**src/rtl/exit_monitor.sv**
```systemverilog
// exit_monitor: watches the CPU exit flag, counts RUN cycles, latches
// pass/fail/timeout and drives registered status flags plus an LED pattern.
module exit_monitor #(
    parameter int unsigned CNT_W     = 32,
    parameter int unsigned TIMEOUT   = 1000000,
    parameter int unsigned BLINK_W   = 24,
    parameter logic [2:0]  PASS_CODE = 3'd1
) (
    input  logic             clk,
    input  logic             rst_n,
    input  logic             exit,
    input  logic [2:0]       gp,
    output logic             done,
    output logic             pass,
    output logic             fail,
    output logic             timeout,
    output logic [2:0]       gp_q,
    output logic [CNT_W-1:0] cycles,
    output logic             halt,
    output logic [3:0]       led
);

    typedef enum logic [1:0] {
        S_RUN,
        S_PASS,
        S_FAIL,
        S_TIMEOUT
    } state_t;

    localparam logic [CNT_W-1:0] TO_LAST = CNT_W'(TIMEOUT - 1);
    localparam logic [CNT_W-1:0] TO_VAL  = CNT_W'(TIMEOUT);

    state_t             state;
    state_t             state_next;
    logic [CNT_W-1:0]   cycles_next;
    logic [2:0]         gp_next;
    logic [BLINK_W-1:0] blink_cnt;
    logic [BLINK_W-1:0] blink_next;
    logic               blink;
    logic [3:0]         led_next;

    // Next-state, cycle counter and captured-gp logic.
    always_comb begin
        state_next  = state;
        cycles_next = cycles;
        gp_next     = gp_q;
        case (state)
            S_RUN: begin
                if (exit) begin
                    gp_next    = gp;
                    state_next = (gp == PASS_CODE) ? S_PASS : S_FAIL;
                end else if (cycles == TO_LAST) begin
                    cycles_next = TO_VAL;
                    state_next  = S_TIMEOUT;
                end else begin
                    cycles_next = cycles + 1'b1;
                end
            end
            default: begin
                state_next = state;
            end
        endcase
    end

    // LED pattern from next-state values so the registered led lines up with state.
    always_comb begin
        blink_next = blink_cnt + 1'b1;
        blink      = blink_next[BLINK_W-1];
        led_next   = 4'b0000;
        case (state_next)
            S_RUN:     led_next = {3'b000, blink};
            S_PASS:    led_next = {1'b1, gp_next};
            S_FAIL:    led_next = {blink, gp_next};
            S_TIMEOUT: led_next = {4{blink}};
            default:   led_next = 4'b0000;
        endcase
    end

    // State register and counters.
    always_ff @(posedge clk or negedge rst_n) begin
        if (!rst_n) begin
            state     <= S_RUN;
            cycles    <= '0;
            gp_q      <= '0;
            blink_cnt <= '0;
        end else begin
            state     <= state_next;
            cycles    <= cycles_next;
            gp_q      <= gp_next;
            blink_cnt <= blink_next;
        end
    end

    // Registered status flags and LED output.
    always_ff @(posedge clk or negedge rst_n) begin
        if (!rst_n) begin
            done    <= 1'b0;
            halt    <= 1'b0;
            pass    <= 1'b0;
            fail    <= 1'b0;
            timeout <= 1'b0;
            led     <= '0;
        end else begin
            done    <= (state_next != S_RUN);
            halt    <= (state_next != S_RUN);
            pass    <= (state_next == S_PASS);
            fail    <= (state_next == S_FAIL);
            timeout <= (state_next == S_TIMEOUT);
            led     <= led_next;
        end
    end

endmodule

```
**config.mk**
```make
export PLATFORM = sky130hd
export DESIGN_NAME = exit_monitor
export DESIGN_NICKNAME = d
export VERILOG_FILES = /design/src/rtl/exit_monitor.sv
export SDC_FILE = /design/constraint.sdc
export NUM_CORES = 1
export LEC_CHECK = 0
export ABC_AREA = 0
export BUFFER_PORTS_ARGS = -buffer_cell sky130_fd_sc_hd__buf_2
export CORE_MARGIN = 3
export CORE_UTILIZATION = 45
export DETAILED_ROUTE_END_ITERATION = 12
export PLACE_DENSITY = 0.66
export SLEW_MARGIN = 10
export SYNTH_ARGS = -nofsm -noshare
export SYNTH_HDL_FRONTEND = slang
export SYNTH_SLANG_ARGS = --single-unit
export TNS_END_PERCENT = 10
```
**constraint.sdc**
```tcl
create_clock -name clk -period 2.9 [get_ports clk]
set_clock_uncertainty 0.15 [all_clocks]
set_input_delay 0.145 -clock clk [delete_from_list [all_inputs] [get_ports clk]]
set_output_delay 0.145 -clock clk [all_outputs]
set_load 0.01 [all_outputs]
```
# Yosys cells after proc, flatten, opt, wreduce, memory -nomap -nowiden
# Index checks and enable logic that the tools add are counted.
word_totals:
  reg_bits: 69
  inputBits: 6
  output_inout_bits: 44
  wordCells: 29
classes:
  add_sub_neg: 2
  eq_ne: 5
  mux: 8
  bitwise_logic: 1
  reduce_logical: 4
op_table:
  columns: ["operator", "count"]
  rows:
  - ["32-bit by 1-bit adder with 32-bit output, second input constant", 1]
  - ["32-bit by 20-bit == test with 1-bit output, second input constant", 1]
  - ["32-bit two-way mux", 1]
  - ["24-bit by 1-bit adder with 24-bit output, second input constant", 1]
  - ["4-bit case mux with 4 select lines", 1]
  - ["2-bit two-way mux", 4]
  - ["3-bit two-way mux", 2]
  - ["2-bit == test, second input constant", 2]
  - ["2-bit zero test", 2]
  - ["3-bit by 1-bit == test with 1-bit output, second input constant", 1]
  - ["2-bit by 1-bit == test with 1-bit output, second input constant", 1]
  - ["2-bit AND reduction", 1]
  - ["2-bit nonzero test", 1]
  - ["1-bit NOT", 1]

# Logic depth before layout (Yosys ltp)
logic_depth:
  word_depth: 6
  depth_mapped: 7
  depth_no_buf: 5

# Worst setup path after synthesis
# No wires, ideal clock.
synth_path:
  path_type: "register -> register"
  from: "reg state[0]"
  to: "reg led[1]"
  setup_time_ns: 0.147
  arrival_ns: 1.834
  required_ns: 2.603
  setup_slack_ns: 0.768
  stages_incl_launch_ff: 8
  n_path_buf: 2
  synth_period_minus_slack_ns: 2.132
  path_cell_list: "dfrtp_1 > buf_6 > nor4b_4 > nand4_2 > or4_1 > buf_6 > nand2_2 > a22oi_1"
synth_via:
  elab_chain_cells: 5
  word_cells_on_any_way: 10
  classes_between: "eq/ne: 3; mux: 5; reduce/logical: 2"
synth_lines:
  columns: ["item", "line_no", "source"]
  rows:
  - ["start, declared", "33", "state_t state;"]
  - ["start signal, assigned", "87", "state <= state_next;"]
  - ["2-bit two-way mux", "52", "end else if (cycles == TO_LAST) begin"]
  - ["2-bit two-way mux", "49", "if (exit) begin"]
  - ["2-bit two-way mux", "47", "case (state)"]
  - ["2-bit == test, or another cell as far along", "70", "case (state_next)"]
  - ["4-bit case mux with 4 select lines *", "70", null]
  - ["via led_next[1]", "40", "logic [3:0] led_next;"]
  - ["end signal, assigned", "109", "led <= led_next;"]
  - ["end, declared", "20", "output logic [3:0] led"]
# The timed path passes the listed nets; every way through them passes the cells marked *.
# A chain may end at the register's enable or synchronous reset.

# Final worst setup path
layout_path:
  from: "reg state[0]"
  to: "reg led[3]"
layout_via:
  word_cells_on_any_way: 9
  classes_between: "eq/ne: 3; mux: 4; reduce/logical: 2"
layout_rtl:
  columns: ["item", "line_no", "source"]
  rows:
  - ["2-bit zero test *", "47", null]
  - ["2-bit two-way mux *", "47", null]
  - ["via state_next[1]", "34", "state_t state_next;"]
  - ["2-bit == test, or another cell as far along", "70", null]
  - ["4-bit case mux with 4 select lines *", "70", null]
  - ["via led_next[3]", "40", null]
# Marks and branches as above.

==> flow_summary.ini <==
[critical_path]
cp-end-kind = register
cp.required_ps = 2960
crit-reg2reg-capture = led[3]$_DFF_PN0_
path_class = reg -> reg
worstPathArrival_ps = 2400
crit_path_max_fanout = 8
reg2regPathDepth = 5
reg2reg_slack_ps = 560
cp-start-kind = register
r2r_start = state[0]$_DFF_PN0_

[clock_tree]
cts_setup_buffers = 0
insertion_delay_ps = 340
cts_tree = done
numClockSinks = 69
h-tree-depth = 3
cts_buffer_depth = 2
clk_pin_slew_ps = 70
cts_resized = 0
cts_buffers = 9
cts.root.buffer_cell = clkbuf_8

[floorplan]
die_area_mm2 = 0.00777
die_w_um = 88.2
ioPinCount = 50
start_util_pct = 47.0
rows = 29
die_h_um = 88.2
coreArea_mm2 = 0.00646

[timing]
grt_setup_unrepaired = no
slew_viol_final = 0
max_freq_mhz = 428
fin_tns_setup_ps = 0
fin_crit_sh_pct = 80.5
min_period_ps = 2340
report.final.setup_viol = 0
relSlewSlack_pct = 51.4
hold_viol = 0
worstMarginPinSlew_ps = 729

[global_route]
grt_pass1_vias = 2113
grt.overflow.total = 0
grt_max_degree = 38
grt_util_all_layers_pct = 17.1
antenna_found_initial = 0
grt_pass1_wl_um = 10200

[cells_and_area]
drive_gt1_share_pct = 21.6
areaGrowthSynthToFinish_pct = 20.7
nFillCells = 566
nets = 336
num_antenna_cells = 0

[worst_hold_path]
hold_path_class = in -> reg
hp-start = exit
min_to = halt$_DFF_PN0_
whs_path_depth = 3

[yosys]
yosys-top-cells-area = dfrtp_1, xnor2_1, xor2_1
synth_top_area_share_pct = 56.8
synth_cells = 267
synth_nets = 275
synth_top_area_cell = dfrtp_1
ys_seq_area_share_pct = 56.8
ys_types = 35
yosysWarnings = 0
synth_seq_cells = 69
syn-cell-area_mm2 = 0.00304
avgSynthCellArea_um2 = 11.4

[route]
first_pass_iters = 4
post-route-drc-count = 0
wirelength_um = 5920
num_vias = 2119
initialDrtViolationCount = 106
post_drt_wl_per_cell_um = 14.4
viasPerCell = 5.17
ant_nets = 0

[pwr]
irDropWorstVdd_uv = 230
power_density_mw_per_mm2 = 583
power_mw = 2.14
p_leak_nw = 1.82

[placement]
dp_hpwl_um = 4230
port_buffers = 49
place.gp.congestion = 0.805

[job]
max_cap_violations = 0

[status]
status = completed
## flip-flops by register name, summed over array words and instances (netlist names)
register	cells
blink_cnt	24
pass	1
timeout	1
halt	1
led	4
fail	1
gp_q	3
state	2
cycles	32
## worst max-delay path by stage
| stage | from | end | cells past startpoint |
|---|---|---|---|
| after detailed placement | state[0]$_DFF_PN0_ | cycles[1]$_DFFE_PN0P_ | 5 |
| after floorplan | state[0]$_DFF_PN0_ | led[1]$_DFF_PN0_ | 7 |
| after global placement | state[0]$_DFF_PN0_ | led[3]$_DFF_PN0_ | 5 |
| after global routing | state[0]$_DFF_PN0_ | cycles[1]$_DFFE_PN0P_ | 5 |
| after CTS | state[0]$_DFF_PN0_ | led[3]$_DFF_PN0_ | 5 |
| final | state[0]$_DFF_PN0_ | led[3]$_DFF_PN0_ | 5 |
## metrics by stage
step	util (%)	cells	area (um2)	setup slack [ps]	hold slack, ps
finish	56.8	410	3670	564	92.1
global route	56.8	410	3670	381	145
CTS	56.8	410	3670	543	93.0
detailed placement	52.1	390	3360	553	108
global placement	52.1	390	3360	619	102
floorplan	-	267	3040	768	-301
## logic make-up (layout without fill, tap and decap cells)
| family | count (synthesis) | count (layout) | synth area share [%] |
|---|---|---|---|
| AO/OA/AOI/OAI | 9 | 9 | 2.14 |
| XOR/XNOR | 53 | 53 | 15.3 |
| adder cells (fa/ha/maj) | 2 | 2 | 0.824 |
| buffers and inverters | 11 | 77 | 2.02 |
| flip-flops | 69 | 69 | 56.8 |
| multiplexers | 5 | 5 | 1.73 |
| AND/OR/NAND/NOR | 118 | 118 | 21.2 |
## layout by cell type (no fill, tap or decap), types with 2 or more instances in the layout
cell           count
inv_1              7
nor3_1             7
a22oi_1            2
nand3_1           24
o21a_1             2
buf_2             49
mux2_2             2
nor3b_1            3
nor4_1             6
xnor2_1           33
clkinvlp_4         2
dfrtp_1           69
clkbuf_8           9
mux2i_1            3
bufinv_16          4
o22ai_1            2
nand4_1           12
nand2_1           23
or4_1              2
ha_1               2
xor2_1            20
and4_1             3
or3_1              2
nor2_1            19
dlygate4sd3_1      4
and3_1             9
## critical path: stages, from the launching register on
cell	delay [ps]
dfrtp_1	480
nor4b_4	390
nand4_2	200
or4_1	720
nand2_1	190
a21boi_2	60
## final cells by class
class / instances / area (um2) / share of cell area, %
tap: 77 / 96.3 / 2.63
inverter: 7 / 26.3 / 0.716
sequential: 69 / 1730 / 47.1
multi-input combinational: 187 / 1250 / 34.1
clock inverter: 6 / 135 / 3.68
timing repair buffer: 54 / 305 / 8.32
clock buffer: 10 / 128 / 3.48
## metal layers
metal,share of wire [%],GRT usage [%],up-vias
met1,47,24.0,1016
met4,2.1,7.83,0
li1,-,-,1051
met5,0,0,-
met3,3.6,3.10,10
met2,47,25.8,42
## power breakdown
part           internal [mW]  switching [mW]  leakage (nW)
Clock                  0.658           0.366         0.123
Combinational         0.0466          0.0611         0.780
Sequential             0.985          0.0197         0.919
Total                   1.69           0.447          1.82
## synth_stat cells, drive strengths merged
cell	instances
nand4	13
mux2	2
nor3	7
nand3	24
a31oi	1
inv	7
and4	3
xor2	20
xnor2	33
nor4	6
nor4bb	1
nand2	25
and3	9
ha	2
a21boi	1
o22ai	2
nor3b	3
a22oi	2
nor2b	1
or3	2
o21ai	1
dfrtp	69
and2	1
o21a	2
or4	2
mux2i	3
nor2	19
buf	4
nor4b	2
## repair_timing
item                                    4_1_cts  5_1_grt
hold endpoints to repair                     36        0
hold buffers                                  4        0
endpoints found under the setup margin        0        0
(Power assumes the default switching activity.)
